<file path="src/rtl/adc_dac_pkg.sv">
`default_nettype none
// ============================================================================
//  Module   : adc_dac_pkg
//  Brief    : Shared constants for the SAR ADC controller and the DAC stage.
//  Revision : 1.0 - initial release
// ============================================================================
package adc_dac_pkg;

    localparam int c_default_width         = 10;
    localparam int c_default_sample_cycles = 2;
    localparam int c_cnt_w                 = 4;
    localparam int c_state_w               = 2;

    localparam logic [c_state_w-1:0] c_st_idle    = 2'd0;
    localparam logic [c_state_w-1:0] c_st_sample  = 2'd1;
    localparam logic [c_state_w-1:0] c_st_convert = 2'd2;
    localparam logic [c_state_w-1:0] c_st_done    = 2'd3;

endpackage
`default_nettype wire

</file>
<file path="src/rtl/sar_adc_ctrl.sv">
`default_nettype none
// ============================================================================
//  Module   : sar_adc_ctrl
//  Brief    : Successive-approximation ADC controller with registered outputs.
//  Revision : 1.0 - initial release
// ============================================================================
module sar_adc_ctrl
    import adc_dac_pkg::*;
#(
    parameter int WIDTH         = c_default_width,
    parameter int SAMPLE_CYCLES = c_default_sample_cycles
) (
    input  logic             clk,
    input  logic             rst,
    input  logic             start,
    input  logic             comp_in,
    output logic             sample_hold,
    output logic [WIDTH-1:0] dac_trial,
    output logic [WIDTH-1:0] data_out,
    output logic             valid,
    output logic             busy
);

    localparam int              c_bit_w = $clog2(WIDTH);
    localparam logic [WIDTH-1:0] c_one  = WIDTH'(1);
    localparam logic [WIDTH-1:0] c_msb  = c_one << (WIDTH - 1);

    logic [c_state_w-1:0] r_state;
    logic [c_cnt_w-1:0]   r_cnt;
    logic [c_bit_w-1:0]   r_bit_idx;
    logic [WIDTH-1:0]     r_result;
    logic [WIDTH-1:0]     r_dac_trial;
    logic [WIDTH-1:0]     r_data_out;
    logic                 r_sample_hold;
    logic                 r_valid;
    logic                 r_busy;

    logic [c_state_w-1:0] w_state_nxt;
    logic [c_cnt_w-1:0]   w_cnt_nxt;
    logic [c_bit_w-1:0]   w_bit_idx_nxt;
    logic [WIDTH-1:0]     w_result_nxt;
    logic [WIDTH-1:0]     w_dac_trial_nxt;
    logic [WIDTH-1:0]     w_data_out_nxt;
    logic                 w_sample_hold_nxt;
    logic                 w_valid_nxt;
    logic                 w_busy_nxt;
    logic [WIDTH-1:0]     w_mask;

    assign w_mask = c_one << r_bit_idx;

    always_ff @(posedge clk or posedge rst) begin
        if (rst) begin
            r_state       <= c_st_idle;
            r_cnt         <= '0;
            r_bit_idx     <= '0;
            r_result      <= '0;
            r_dac_trial   <= '0;
            r_data_out    <= '0;
            r_sample_hold <= 1'b0;
            r_valid       <= 1'b0;
            r_busy        <= 1'b0;
        end else begin
            r_state       <= w_state_nxt;
            r_cnt         <= w_cnt_nxt;
            r_bit_idx     <= w_bit_idx_nxt;
            r_result      <= w_result_nxt;
            r_dac_trial   <= w_dac_trial_nxt;
            r_data_out    <= w_data_out_nxt;
            r_sample_hold <= w_sample_hold_nxt;
            r_valid       <= w_valid_nxt;
            r_busy        <= w_busy_nxt;
        end
    end

    // Outputs are computed one cycle ahead so every port comes straight from a flop.
    always_comb begin
        w_state_nxt       = r_state;
        w_cnt_nxt         = r_cnt;
        w_bit_idx_nxt     = r_bit_idx;
        w_result_nxt      = r_result;
        w_data_out_nxt    = r_data_out;
        w_dac_trial_nxt   = '0;
        w_sample_hold_nxt = 1'b0;
        w_valid_nxt       = 1'b0;

        case (r_state)
            c_st_idle: begin
                if (start) begin
                    w_state_nxt       = c_st_sample;
                    w_cnt_nxt         = c_cnt_w'(SAMPLE_CYCLES - 1);
                    w_result_nxt      = '0;
                    w_sample_hold_nxt = 1'b1;
                end
            end
            c_st_sample: begin
                if (r_cnt == '0) begin
                    w_state_nxt     = c_st_convert;
                    w_bit_idx_nxt   = c_bit_w'(WIDTH - 1);
                    w_dac_trial_nxt = c_msb;
                end else begin
                    w_cnt_nxt         = r_cnt - c_cnt_w'(1);
                    w_sample_hold_nxt = 1'b1;
                end
            end
            c_st_convert: begin
                // The trial code already carries the decided bits plus the bit under test.
                w_result_nxt = comp_in ? r_dac_trial : r_result;
                if (r_bit_idx == '0) begin
                    w_state_nxt    = c_st_done;
                    w_data_out_nxt = w_result_nxt;
                    w_valid_nxt    = 1'b1;
                end else begin
                    w_bit_idx_nxt   = r_bit_idx - c_bit_w'(1);
                    w_dac_trial_nxt = w_result_nxt | (w_mask >> 1);
                end
            end
            c_st_done: begin
                w_state_nxt = c_st_idle;
            end
            default: begin
                w_state_nxt = c_st_idle;
            end
        endcase

        w_busy_nxt = (w_state_nxt != c_st_idle);
    end

    assign sample_hold = r_sample_hold;
    assign dac_trial   = r_dac_trial;
    assign data_out    = r_data_out;
    assign valid       = r_valid;
    assign busy        = r_busy;

endmodule
`default_nettype wire

</file>
<file path="config.mk">
export PLATFORM = sky130hd
export DESIGN_NAME = sar_adc_ctrl
export DESIGN_NICKNAME = d
export VERILOG_FILES = /design/src/rtl/adc_dac_pkg.sv /design/src/rtl/sar_adc_ctrl.sv
export SDC_FILE = /design/constraint.sdc
export NUM_CORES = 1
export LEC_CHECK = 0
export ABC_AREA = 1
export CORE_MARGIN = 4
export CORE_UTILIZATION = 49
export DETAILED_ROUTE_END_ITERATION = 8
export PLACE_DENSITY = 0.75
export SYNTH_ARGS = -nofsm -noshare
export SYNTH_HDL_FRONTEND = slang
export SYNTH_SLANG_ARGS = --single-unit
</file>
<file path="constraint.sdc">
create_clock -name clk -period 1.6 [get_ports clk]
set_clock_uncertainty 0.2 [all_clocks]
set_input_delay 0.16 -clock clk [delete_from_list [all_inputs] [get_ports clk]]
set_output_delay 0.16 -clock clk [all_outputs]
set_load 0.02 [all_outputs]
</file>
==> Word-level counts from Yosys, hierarchy flattened <==
Index checks and enable logic that the tools add are counted.
{ "totals": {"regBits": 43, "elab_cells": 52, "output_inout_bits": 23} }
{ "classes": {"n_mux": 21, "n_addsub": 2, "eq_ne": 7, "n_reduce_logical": 11, "bitwise_logic": 1, "shift": 1} }
{ "op_table": {"columns": ["operator", "n"], "rows": [
  ["2-to-1 mux 10 bit", 4],
  ["case mux 10 bit (2 select lines)", 2],
  ["2-to-1 mux 4 bit", 4],
  ["case mux 4 bit (2 select lines)", 2],
  ["bitwise OR 10 x 9 -> 10 bit", 1],
  ["<< shifter 1 x 4 -> 10 bit, first input constant", 1],
  ["logical NOT 4 bit", 2],
  ["!= test 2 bit, second input constant", 4],
  ["case mux 2 bit (4 select lines)", 1],
  ["nonzero test 2 bit", 4],
  ["subtractor 4 x 1 -> 4 bit, second input constant", 2],
  ["2-to-1 mux 2 bit", 3],
  ["AND reduction 3 bit", 2],
  ["== test 2 bit, second input constant", 2],
  ["2-to-1 mux 1 bit", 4],
  ["AND reduction 2 bit", 2],
  ["== test 2 x 1 -> 1 bit, second input constant", 1],
  ["logical NOT 2 bit", 1],
  ["case mux 1 bit (2 select lines)", 1]
]} }

==> Depth between registers and ports, before layout <==
{ "depth": {"word_depth": 4, "depth_mapped": 8, "ltp_nobuf": 8} }

==> Worst setup path before layout <==
No wires, ideal clock.
{ "synth_timing": {"path_kind": "flip-flop to flip-flop", "startpoint": "register r_bit_idx[0]", "endpoint": "register r_data_out[5], in the netlist data_out[5]", "n_path_buf": 1, "stages_incl_launch_ff": 7, "setup_slack_ns": 0.095, "period_less_slack_ns": 1.505, "arrival_ns": 1.177, "required_time_ns": 1.272, "path_cell_list": "dfrtp_1 inv_1 ha_1 nand3_4 buf_6 nand2_1 o21ai_0"} }
{ "synth_between": {"elab_chain_len": 2} }
{ "synth_rtl": {"columns": ["item", "line_no", "text"], "rows": [
  ["start: declaration", "sar_adc_ctrl.sv:30", "logic [c_bit_w-1:0] r_bit_idx;"],
  ["start signal: assignment", "sar_adc_ctrl.sv:65", "r_bit_idx <= w_bit_idx_nxt;"],
  ["logical NOT 4 bit", "sar_adc_ctrl.sv:108", "if (r_bit_idx == '0) begin"],
  ["AND reduction 2 bit (no source line)", null, null],
  ["end signal: assignment", "sar_adc_ctrl.sv:68", "r_data_out <= w_data_out_nxt;"],
  ["end: declaration", "sar_adc_ctrl.sv:33", "logic [WIDTH-1:0] r_data_out;"]
]} }
Every way passes these cells.
A chain may end at the register's enable or synchronous reset.

==> Worst setup path after layout <==
{ "layout_timing": {"startpoint": "register r_state[0]", "endpoint": "register r_bit_idx[1]"} }
{ "layout_between": {"elab_chain_len": 3, "elab_cells_between_ends": 7} }
{ "layout_rtl": {"columns": ["item", "line_no", "text"], "rows": [
  ["start: declaration", "sar_adc_ctrl.sv:28", "logic [c_state_w-1:0] r_state;"],
  ["start signal: assignment", "sar_adc_ctrl.sv:53", "r_state <= c_st_idle;"],
  ["start signal: assignment", "sar_adc_ctrl.sv:63", "r_state <= w_state_nxt;"],
  ["== test 2 bit or == test 2 x 1 -> 1 bit (tied branches)", "sar_adc_ctrl.sv:86", "case (r_state)"],
  ["!= test 2 bit (no source line) or nonzero test 2 bit (tied branches)", null, null],
  ["AND reduction 3 bit (no source line)", null, null]
]} }
Parallel ways exist; a longest one is shown, timed or not.

==> run metrics <==
Yosys warning count=0; Hold Vio Cnt, Final=0; worst r2r src=r_state[0]; critical path type=flop to flop; H-tree levels=2; critical path startpoint category=flop; FF-to-FF setup slack=a little under 70 ps; required time of the worst setup path=around 1600 ps; Initial Util=50.5%; area grow syn2layout=32.1%; met3 routed WL=between 200 and 250 um; vias in the first global route=about 1700; worst flop-to-flop path endpoint=r_bit_idx[1]; critical path depth=8; worst min-delay path class=input port to asynchronous set/reset pin; initial antenna violation count=0; Reg clk slew, reported paths=roughly 90 ps; global-route wire length before repair=7580 um; Via density=~5; Syn Nets=~250; Setup crit end kind=flop; setup violators final=0; fmax=between 600 and 700 MHz; Congestion Overflow GR=0; Finished Cell Area=around 0.0027 mm2; Slew @ Worst Pin=between 400 and 500 ps; antenna viol nets, final=0; maxcap violations=0; setup ws final=68.9 ps; Setup WS pre-CTS=-52.6 ps; mean post-synth cell area=about 8.7 um2; clk_lat worst skew=approximately 300 ps; worst rel slew slack=68.8%; PortBufs=26; CTS tree=built; pin count of the biggest net entering global routing=44; Max Buffers Root-to-Sink=2; CP top delay family=flip-flops; share of layout cells above drive strength 1=~17%; Metal-1 WL=around 2100 um; fin. max-slew vios=0; die area=about 0.0052 mm2; Met2 Routed Length=~2300 um; final wirelength=4630 um; status=complete, no violations; Syn Inst Count=roughly 230; io pins=27; Period minus WS final=~1500 ps; destination of the critical timing path=r_bit_idx[1]; CP max stage delay=400 ps; diode count=0; Detail Placement HPWL=approximately 3100 um; Clock Sinks=43; Tot GR Track Use=18.9%; CTS Hold Bufs=0; die height=72.2 um; Synth Cell Area=0.00202 mm2; Cell Pwr Density=approximately 1700 mW/mm2; Die W=between 70 and 80 um; Tcrit/Tclk final=a little over nine tenths; cell mode on critical path=nand2_1; Worst EP arrival=1520 ps; CP startpoint=r_state[0]; Top Metal Used=met4; Placed Area=roughly 0.0024 mm2; Synth cell types=21; Buf/Inv on CP=2; core area=roughly 0.0040 mm2; Final Wtd Congestion=0.892; Pre-antenna DRT Iters=4; DRC violations left=0; Num CTS Buffers=5; P_leak=about 0.0013 uW; register bit count reported by yosys=between 40 and 50; worst-path cell chain=buf_4, ha_4, inv_2, nand2_1, nand2_1, nor2_4, nand2_1, nand2_1; worst vdd ir=between 0.9 and 1 mV; Critical Path Fanout Max=4; Initial DRC Count=131; root buffer cell=clkbuf_8; Routed WL per cell=14.3 um; Seq/Total Area, Yosys=roughly 53%; Reg2Reg Depth=8; Final nets=288; setup tns final=0 ps; DR vias=1650; critical-path cell with the highest stage delay=dfrtp_1; FP Rows=23
## cell usage in the layout (no fill, tap or decap), types with 4 or more instances in the layout
cell type / count
nand3_1: 13
ha_1: 5
nor2_1: 15
ha_4: 5
inv_2: 5
o22ai_1: 6
clkbuf_8: 5
inv_1: 22
nand2_2: 4
o21ai_1: 5
nand2_1: 60
dlygate4sd2_1: 21
o21ai_0: 15
dfrtp_1: 43
buf_4: 10
a21oi_1: 15
## cell usage after synthesis
cell      count  share of area (%)
a21boi_1      1               0.37
a21oi_1      17                4.2
a31oi_1       1               0.31
buf_2         2               0.50
buf_6         2                1.1
dfrtp_1      43                 53
ha_1         10                6.2
inv_1        27                5.0
nand2_1      63                 12
nand2_2       2               0.62
nand3_1      15                3.7
nand3_2       1               0.50
nand3_4       1               0.87
nor2_1       16                3.0
nor2_2        1               0.31
nor2_4        1               0.56
o21ai_0      17                4.2
o21ai_1       4               0.99
o22ai_1       6                1.9
or2_2         1               0.31
xnor2_1       1               0.43
## cells by family (layout without fill, tap and decap cells)
family | after synthesis | in the layout | share of synthesized area [%]
AO/OA/AOI/OAI | 46 | 46 | 12.0
buffers and inverters | 31 | 74 | 6.63
XOR/XNOR | 1 | 1 | 0.434
adder cells (fa/ha/maj) | 10 | 10 | 6.19
flip-flops | 43 | 43 | 53.3
AND/OR/NAND/NOR | 101 | 101 | 21.5
## where the power goes
| group | switching [uW] | internal (uW) | total (uW) |
|---|---|---|---|
| Sequential | 173 | 1330 | 1500 |
| Clock | 382 | 624 | 1010 |
| Combinational | 1190 | 783 | 1970 |
| Total | 1740 | 2740 | 4480 |
## area by class of cell
class / count / area, um2
Inverter: 27 / 101
Timing Repair Buffer: 39 / 374
Tap cell: 50 / 62.6
Sequential cell: 43 / 1080
Fill cell: 322 / 1330
Clock inverter: 2 / 60.1
Clock buffer: 6 / 72.6
Multi-Input combinational cell: 158 / 922
## through the flow
stage | std cells | total power [uW] | utilization, % | hold WS, ps
after floorplan | 232 | 2620 | - | 128
after global placement | 316 | 3250 | 61.0 | 265
after detailed placement | 316 | 3290 | 61.0 | 273
after CTS | 324 | 4230 | 64.0 | 50.1
after global routing | 325 | 4820 | 66.7 | 63.4
final | 325 | 4480 | 66.7 | 28.1
## worst min-delay path, cell delays in order
cell and delay, ps:
clkdlybuf4s50_1 400, inv_1 100, buf_12 240
## state kept, by name, summed over array words and instances, names as in the netlist
signal	flops
dac_trial	10
data_out	10
r_result	10
r_bit_idx	4
r_cnt	4
r_state	2
busy	1
sample_hold	1
valid	1
## worst min path at each step
stage	start	endpoint	slack (ps)
final	rst	data_out[7]	30
after global routing	rst	sample_hold	60
after CTS	rst	r_result[7]	50
after detailed placement	data_out[5]	data_out[5]	270
after global placement	data_out[6]	data_out[6]	270
after floorplan	start	sample_hold	130
## metal layers
metal	vias to the layer above	GRT usage [%]
met5	-	0
met4	0	7.93
met3	8	5.40
met2	40	29.3
met1	763	24.8
li1	839	-
## what timing repair did
action / 4_1_cts / 5_1_grt
pin swaps: 0 / 3
setup endpoints to repair: 33 / 39
gates resized for setup: 26 / 26
gates cloned: 0 / 0
buffers inserted: 0 / 1
Power figures use the tool's default switching activity.
